### src/rtl/name_issue_queue_if.sv
// name_issue_queue_if: producer/consumer handshake bundle for name_issue_queue (slave = queue, master = producer/consumer side)
interface name_issue_queue_if #(
  parameter int WORD_SIZE       = 32,
  parameter int MAX_NAME_LENGTH = 8,
  parameter int LEN_W           = 4,
  parameter int CNT_W           = 4
);
  logic                                 in_valid;
  logic                                 in_ready;
  logic [MAX_NAME_LENGTH*WORD_SIZE-1:0] in_name;
  logic                                 out_valid;
  logic                                 out_ready;
  logic [MAX_NAME_LENGTH*WORD_SIZE-1:0] out_name;
  logic [LEN_W-1:0]                     out_len;
  logic [CNT_W-1:0]                     occupancy;
  logic [15:0]                          issued_count;
  modport master (output in_valid, in_name, out_ready,
                  input  in_ready, out_valid, out_name, out_len, occupancy, issued_count);
  modport slave  (input  in_valid, in_name, out_ready,
                  output in_ready, out_valid, out_name, out_len, occupancy, issued_count);
endinterface

### src/rtl/name_issue_queue.sv
// name_issue_queue: in-order FIFO of NDN names with enqueue-time length calc, registered FWFT head; clk, rst_n (async low), q (slave: in_valid/in_ready/in_name, out_valid/out_ready/out_name/out_len, occupancy, issued_count); NAME_ISSUE_STATS_EN enables the saturating issued_count
module name_issue_queue #(
  parameter int WORD_SIZE       = 32,
  parameter int MAX_NAME_LENGTH = 8,
  parameter int DEPTH           = 8,
  parameter int LEN_W           = 4,
  parameter int CNT_W           = 4
) (
  input logic              clk,
  input logic              rst_n,
  name_issue_queue_if.slave q
);
  localparam int NW    = MAX_NAME_LENGTH * WORD_SIZE;
  localparam int PTR_W = $clog2(DEPTH);
  logic [NW-1:0]    mem_name [DEPTH];
  logic [LEN_W-1:0] mem_len  [DEPTH];
  logic [PTR_W-1:0] wr_ptr, rd_ptr, rd_nxt;
  logic [CNT_W-1:0] occ, occ_nxt;
  logic             push, pop, bypass, head_valid;
  logic [NW-1:0]    head_name;
  logic [LEN_W-1:0] head_len, len;
  assign q.in_ready  = occ != CNT_W'(DEPTH);
  assign q.out_valid = head_valid;
  assign q.out_name  = head_name;
  assign q.out_len   = head_len;
  assign q.occupancy = occ;
  assign push = q.in_valid && q.in_ready;
  assign pop  = head_valid && q.out_ready;
  always_comb begin
    len = LEN_W'(MAX_NAME_LENGTH);
    for (int i = MAX_NAME_LENGTH - 1; i >= 0; i--)
      if (q.in_name[NW-1-i*WORD_SIZE -: WORD_SIZE] == '0) len = LEN_W'(i);
  end
  assign rd_nxt  = pop ? rd_ptr + PTR_W'(1) : rd_ptr;
  assign occ_nxt = (push && !pop) ? occ + CNT_W'(1) : (!push && pop) ? occ - CNT_W'(1) : occ;
  // the incoming name lands in an otherwise-empty queue: its storage slot is not written yet, so forward it
  assign bypass  = push && occ_nxt == CNT_W'(1);
  always_ff @(posedge clk)
    if (push) begin
      mem_name[wr_ptr] <= q.in_name;
      mem_len[wr_ptr]  <= len;
    end
  always_ff @(posedge clk or negedge rst_n)
    if (!rst_n) begin
      wr_ptr     <= '0;
      rd_ptr     <= '0;
      occ        <= '0;
      head_valid <= 1'b0;
      head_name  <= '0;
      head_len   <= '0;
    end else begin
      wr_ptr     <= push ? wr_ptr + PTR_W'(1) : wr_ptr;
      rd_ptr     <= rd_nxt;
      occ        <= occ_nxt;
      head_valid <= occ_nxt != '0;
      // when the queue drains, the head registers keep the last issued name
      if (occ_nxt != '0) begin
        head_name <= bypass ? q.in_name : mem_name[rd_nxt];
        head_len  <= bypass ? len : mem_len[rd_nxt];
      end
    end
`ifdef NAME_ISSUE_STATS_EN
  logic [15:0] issued;
  always_ff @(posedge clk or negedge rst_n)
    if (!rst_n) issued <= '0;
    else if (pop && issued != 16'hFFFF) issued <= issued + 16'd1;
  assign q.issued_count = issued;
`else
  assign q.issued_count = 16'h0000;
`endif
endmodule

### src/flat_wrapper.sv
// flat-port wrapper written by rule: the top's interface ports become plain ports
module name_issue_queue_flat 
#(
  parameter int WORD_SIZE       = 32,
  parameter int MAX_NAME_LENGTH = 8,
  parameter int DEPTH           = 8,
  parameter int LEN_W           = 4,
  parameter int CNT_W           = 4
)
  (clk, rst_n, q_in_valid, q_in_name, q_out_ready, q_in_ready, q_out_valid, q_out_name, q_out_len, q_occupancy, q_issued_count);
  name_issue_queue_if #(.WORD_SIZE(WORD_SIZE), .MAX_NAME_LENGTH(MAX_NAME_LENGTH), .LEN_W(LEN_W), .CNT_W(CNT_W)) q_i ();
  input logic clk;
  input logic rst_n;
  input wire logic [$bits(q_i.in_valid)-1:0] q_in_valid;
  input wire logic [$bits(q_i.in_name)-1:0] q_in_name;
  input wire logic [$bits(q_i.out_ready)-1:0] q_out_ready;
  output wire logic [$bits(q_i.in_ready)-1:0] q_in_ready;
  output wire logic [$bits(q_i.out_valid)-1:0] q_out_valid;
  output wire logic [$bits(q_i.out_name)-1:0] q_out_name;
  output wire logic [$bits(q_i.out_len)-1:0] q_out_len;
  output wire logic [$bits(q_i.occupancy)-1:0] q_occupancy;
  output wire logic [$bits(q_i.issued_count)-1:0] q_issued_count;
  assign q_i.in_valid = q_in_valid;
  assign q_i.in_name = q_in_name;
  assign q_i.out_ready = q_out_ready;
  assign q_in_ready = q_i.in_ready;
  assign q_out_valid = q_i.out_valid;
  assign q_out_name = q_i.out_name;
  assign q_out_len = q_i.out_len;
  assign q_occupancy = q_i.occupancy;
  assign q_issued_count = q_i.issued_count;
  name_issue_queue #(.WORD_SIZE(WORD_SIZE), .MAX_NAME_LENGTH(MAX_NAME_LENGTH), .DEPTH(DEPTH), .LEN_W(LEN_W), .CNT_W(CNT_W)) u_core (.clk(clk), .rst_n(rst_n), .q(q_i));
endmodule
### config.mk
export PLATFORM = sky130hd
export DESIGN_NAME = name_issue_queue_flat
export DESIGN_NICKNAME = d
export VERILOG_FILES = /design/src/rtl/name_issue_queue_if.sv /design/src/rtl/name_issue_queue.sv /design/src/flat_wrapper.sv
export SDC_FILE = /design/constraint.sdc
export NUM_CORES = 2
export LEC_CHECK = 0
export BUFFER_PORTS_ARGS = -buffer_cell sky130_fd_sc_hd__buf_2
export CAP_MARGIN = 10
export CORE_UTILIZATION = 40
export CTS_CLUSTER_DIAMETER = 30
export DETAILED_ROUTE_END_ITERATION = 16
export PLACE_DENSITY = 0.53
export SYNTH_ARGS = -nofsm -noshare
export SYNTH_HDL_FRONTEND = slang
export SYNTH_SLANG_ARGS = --single-unit
### constraint.sdc
create_clock -name clk -period 41.5 [get_ports clk]
set_input_delay 0 -clock clk [delete_from_list [all_inputs] [get_ports clk]]
set_output_delay 0 -clock clk [all_outputs]
set_load 0.02 [all_outputs]
Yosys cells after proc, flatten, opt, wreduce, memory -nomap -nowiden
Memories as Yosys holds them, arrays and structs flattened. Index checks and enable logic that the tools add are counted.

Bits in registers: 271. Bits in latches: 0. Memory bits (writable): 2080. Bits in read-only memories: 0. Input bits: 260. Output and inout bits: 282. Word-level logic and storage cells: 45. Memories kept: 2.

Memory list: u_core.mem_name (words 8, bits a word 256, read ports 1, clocked after Yosys merged registers in 0, wr ports 1, line name_issue_queue.sv:15) `logic [NW-1:0] mem_name [DEPTH];`; u_core.mem_len (words 8, bits a word 4, read ports 1, clocked after Yosys merged registers in 0, wr ports 1, line name_issue_queue.sv:16) `logic [LEN_W-1:0] mem_len [DEPTH];`.

Add/subtract/negate cells: 4. Multipliers: 0. Div/mod/pow operators: 0. Magnitude comparators: 0. Eq/ne operators: 2. Shift-type cells: 0. Multiplexer cells: 15. Bitwise gates (word level): 0. Reductions and logical operators: 16.

Operators by type and width (number): $logic_not A32 Y1 (8); $mux W256 (1); $mux W4 (11); $add A3 B1 Y3 const B (2); $logic_and A1 B1 Y1 (5); $add A4 B1 Y4 const B (1); $eq A4 B1 Y1 const B (1); $ne A4 B4 Y1 const B (1); $reduce_bool A4 Y1 (1); $sub A4 B1 Y4 const B (1); $mux W3 (1); $logic_not A1 Y1 (2); $mux W1 (2).

Longest topological paths before layout
Depth after elaboration: 10. Depth in mapped cells: 12. Depth with buffers taken out: 10.

Worst setup path after synthesis
OpenSTA, ideal clock, no wires.

Path kind: register -> register. From: register u_core.occ[1] (netlist: u_core.q.occupancy[1]). To: memory u_core.mem_len[2][0], enable pin. Library setup time: 1.606 ns. Arrival time: 27.730 ns. Required time: 39.894 ns. Path slack: 12.164 ns. Stages on the path, launching flop included: 7. Path through: dfrtp_1 > inv_1 > ha_1 > and3b_1 > inv_2 > nand2_1 > nor4b_1.

Word-level cells in the longest chain between the ends: 4.

Ends and longest elaborated chain: start: declaration (line name_issue_queue.sv:18) `logic [CNT_W-1:0] occ, occ_nxt;`; start signal: assignment (line name_issue_queue.sv:54) `occ <= occ_nxt;`; $ne A4 B4 Y1 (line name_issue_queue.sv:22) `assign q.in_ready = occ != CNT_W'(DEPTH);`; net q_in_ready (line flat_wrapper.sv:17) `output wire logic [$bits(q_i.in_ready)-1:0] q_in_ready;`; $logic_and A1 B1 Y1 (line name_issue_queue.sv:27) `assign push = q.in_valid && q.in_ready;`; $mux W1 (line name_issue_queue.sv:39) `if (push) begin`; $mux W1 (not written as such) (line name_issue_queue.sv:41) `mem_len[wr_ptr] <= len;`; end: declaration (line name_issue_queue.sv:16).

The timed path passes the listed nets, and every way through them passes these cells.

Worst setup path after layout
From: register u_core.head_valid (netlist: u_core.q.out_valid). To: register u_core.head_name[93] (netlist: u_core.q.out_name[93]).

Word-level cells in the longest chain between the ends: 7.

Ends and longest elaborated chain: start: declaration (line name_issue_queue.sv:19) `logic push, pop, bypass, head_valid;`; start signal: assignment (line name_issue_queue.sv:48) `head_valid <= 1'b0;`; start signal: assignment (line name_issue_queue.sv:55) `head_valid <= occ_nxt != '0;`; $logic_and A1 B1 Y1 * (line name_issue_queue.sv:28) `assign pop = head_valid && q.out_ready;`; $logic_and A1 B1 Y1 / $logic_not A1 Y1 (equally long branches) (line name_issue_queue.sv:35) `assign occ_nxt = (push && !pop) ? occ + CNT_W'(1) : (!push && pop) ? occ - CNT_W'(1) : occ;`; $mux W4 / $logic_and A1 B1 Y1 (equally long branches) (line name_issue_queue.sv:35); $mux W4 (line name_issue_queue.sv:35); $eq A4 B1 Y1 (line name_issue_queue.sv:37) `assign bypass = push && occ_nxt == CNT_W'(1);`; $logic_and A1 B1 Y1 (line name_issue_queue.sv:37); $mux W256 (line name_issue_queue.sv:58) `head_name <= bypass ? q.in_name : mem_name[rd_nxt];`; end signal: assignment (line name_issue_queue.sv:58); end: declaration (line name_issue_queue.sv:20) `logic [NW-1:0] head_name;`.

Mark *: on every way between the ends. The rest lies on a longest branch, timed or not. A chain may end at the register's enable or synchronous reset.

==> reports/results.md <==
| Item | Reported |
| --- | --- |
| Worst reg2reg setup slack | 35,890 ps |
| Full die area | 226,800 µm² |
| Filler cell count | 17,889 |
| Highest clock rate | 178.4 MHz |
| Vias after detailed routing | 56,754 |
| Initial antenna violation count | 14 |
| Area of the core region | 223,000 µm² |
| Initial DRC count | 5,194 |
| Nature of the critical path startpoint | register |
| Category of the worst setup path capture point | register |
| Routed len/inst | 28.54 µm |
| DRC violation count after routing | 0 |
| Most common cell after layout, fill and taps aside | edfxtp_1 |
| Combinational group share of total power | 33.4% |
| Half-perimeter wire length of the detailed placement result | 136.6 mm |
| Most frequent cells in the layout | edfxtp_1 (2,080), o22ai_1 (570), buf_2 (524), dlygate4sd3_1 (516), clkbuf_16 (483) |
| Max capacitance violation total | 0 |
| Clock tree root buffer cell | clkbuf_16 |
| Final Non-Filler Cells | 9,715 |
| Vias per std cell | 5.842 |
| Distinct cell type count after synthesis | 53 |
| CTS tree | yes |
| Clk network pwr share | 36.5% |
| Power Dens Cells | 91.70 nW/µm² |
| Setup Skew | 93.68 ps |
| Flops & latches, synth | 2,351 |
| Cell type with the highest aggregate area in the netlist | edfxtp_1 |
| Ranking of synthesized cells by area | edfxtp_1 (69%), dfrtp_1 (7.5%), mux4_2 (7.3%) |
| Worst-Skew Late Latency | 1000 ps |
| WP data arrival | 6420 ps |
| CTS sink cnt | 2,351 |
| Ports placed on the boundary | 542 |
| Cells resized by post-CTS repair | 0 |
| Wire length of the first global-routing pass | 403.1 mm |
| Die Width | 476.2 µm |
| Syn-to-layout area delta | 31.04% |
| Synth Warn # | 0 |
| Via count of the first global-routing pass | 58,456 |
| Post-layout nets | 6,598 |
| Final Cell Area | 117,900 µm² |
| Sequential fraction of the synthesis area | 76.99% |
| Class of the tightest hold or removal check | in -> reg |
| Count of endpoints failing setup in the final report | 0 |
| Run status | finished clean |
| Die height | 476.2 µm |
| Drt total wl | 277.3 mm |
| Tcrit/Tclk final | 13.51% |
| Internal power consumption | 7.068 mW |
| First drt pass iteration count | 7 |
| Fraction of final layout cells with drive strength greater than 1 | 28.03% |
| Accumulated negative setup slack | 0 ps |
| Worst Slack Setup Final | 35,890 ps |
| Top FF cell, synth | edfxtp_1 |
| Power dissipated by switching net loads | 3.739 mW |
| GRT Util Overall | 24.00% |
| Placed instance count | 8,312 |
| RSZ-0062 raised after global routing | no |
| Fraction of power spent switching nets | 34.59% |
| Number of nets with antenna violations after detailed routing | 0 |
| Initial core utilization | 40.34% |
| Final Max Slew Viols | 0 |
| Time the worst path needs with I/O delays and setup | 5605 ps |
| Number of hold violations in the final report | 0 |
| Max-slew headroom at the worst pin | 26.54% |
| Level count of the clock H-tree | 5 |
| Worst Path Max Fanout | 44 |
| Max rail drop VDD | 0.08272 mV |
| Maximum buffer depth of the clock tree | 4 |
| Dpl ws | 35,780 ps |
| Number of buffers added by the clock tree synthesis step | 478 |
| Maximum number of pins on one net before global-route repair | 122 |
| Post-synthesis average cell area | 17.68 µm² |
| Worst hold slack | 66.72 ps |
| CTS clock-pin slew for the worst setup and hold paths | 50 ps |
| Number of rows created at floorplan | 173 |
| Routability congestion estimate from global placement | 0.7440 |
| Crit path required time | 42,310 ps |
| Total overflow reported by the global router | 0 |
| Startpoint-to-endpoint class of the critical path | reg -> reg |
| Slew @ Worst Pin | 1102 ps |
| Leak Pwr | 40.55 nW |
| Asr flop ratio synth | 11.53% |
| Post-Synthesis Cell Area | 89,940 µm² |
| Share of total power in sequential cells | 30.1% |
| Number of flops mapped to enable cells by yosys | 2,080 |
| Fraction of synthesized cell area taken by the top area cell type | 69.45% |
| Synthesized netlist cell count | 5,086 |
| Number of buffer cells added on primary ports | 525 |
| Standard cell area after detailed placement | 95,860 µm² |
worst max-delay path: stages (launching register included):
cell and delay (ps):
dfrtp_1 420, and2_1 540, xnor2_2 180, buf_4 590
buf_4 740, buf_4 760, buf_4 860, mux4_2 600
mux2_2 290, a22oi_1 140, nand3_1 100
layer usage:
metal	track usage (%)	vias to the layer above	share of wire (%)
met1	33.01	30023	43
met2	38.93	2402	48
met3	4.484	515	6.9
met5	0	-	0.025
li1	-	23804	-
met4	6.880	10	2.3
flip-flops by register name, indices dropped and copies added, names as in the netlist:
name / cells
u_core.q.occupancy: 4
u_core.mem_name: 2048
u_core.rd_ptr: 3
u_core.mem_len: 32
u_core.q.out_len: 4
u_core.q.out_valid: 1
u_core.q.out_name: 256
u_core.wr_ptr: 3
cells by family (layout without fill, tap and decap cells):
family                     Yosys count  in the layout  synth area share (%)
other                                1             20              0.004169
adders and majority gates            4              4               0.05565
muxes                              438            438                 9.137
and+or+nand+nor                   1135           1135                 6.455
xor gates and xnor gates             6              6               0.05843
buffers and inverters              406           2041                 1.857
DFF                               2351           2351                 76.99
AOI/OAI and AO/OA                  745            745                 5.446
through the flow:
| step | utilization (%) | power, mW |
|---|---|---|
| final | 52.86 | 10.81 |
| after global placement | 43.00 | 6.821 |
| after floorplan | - | 5.818 |
| after CTS | 52.86 | 10.87 |
| after global routing | 52.86 | 11.24 |
| after detailed placement | 43.00 | 6.867 |
repair_timing:
item                                    in CTS  in global routing
buffers inserted                             0                  0
endpoints found under the setup margin       0                  0
hold endpoints to repair                  2452                  0
hold buffers                               517                  0
synth_stat cells (2+ instances only):
cell      number
and2_1         5
nor3_1       232
inv_1          9
mux2_2       144
nor2_1        12
nand4b_1       2
o211ai_1       2
ha_1           4
clkbuf_1     281
mux4_2       292
nand2b_1       2
buf_2         66
o31ai_1        3
edfxtp_1    2080
mux2i_1        2
nor3b_1        2
o21ai_0        2
a21oi_1        5
buf_1         29
buf_4         17
nor4_1        67
o22ai_1      570
nor2b_1        3
inv_2          4
a22oi_1      148
a211oi_1       2
nand4_1      269
dfrtp_1      271
xnor2_1        5
nand2_1      272
nand3_1      258
and4_1         4
a31oi_1        2
power by group through the flow:
stage | logic [mW] | registers, mW | clock network [mW]
2_1_floorplan | 2.22 | 3.60 | 0
3_3_place_gp | 3.54 | 3.28 | 0
3_5_place_dp | 3.58 | 3.29 | 0
4_1_cts | 3.63 | 3.25 | 3.99
5_1_grt | 3.85 | 3.28 | 4.10
6_report | 3.61 | 3.26 | 3.94
area by class of cell:
| class | count | area [µm²] | share of cell area [%] |
|---|---|---|---|
| Clock buffer | 559 | 12620 | 10.71 |
| Tap cell | 2975 | 3722 | 3.158 |
| Sequential cell | 2351 | 69240 | 58.75 |
| Timing Repair Buffer | 1146 | 8798 | 7.465 |
| Clock inverter | 323 | 4168 | 3.536 |
| Antenna cell | 4 | 10.01 | 0.008493 |
| Multi-Input combinational cell | 2344 | 19230 | 16.32 |
| Inverter | 13 | 63.81 | 0.05414 |
worst paths after layout:
kind                                           endpoint  cells past startpoint              startpoint
worst min register to register   u_core.q.out_name[248]                      2  u_core.q.out_name[248]
min in group asynchronous         u_core.q.out_name[99]                      4                   rst_n
max in group asynchronous        u_core.q.out_name[223]                      6                   rst_n
worst max-delay path              u_core.q.out_name[93]                     10      u_core.q.out_valid
worst max register to register    u_core.q.out_name[93]                     10      u_core.q.out_valid
worst min-delay path            u_core.mem_name[1][248]                      2          q_in_name[248]
Power figures use the tool's default switching activity.
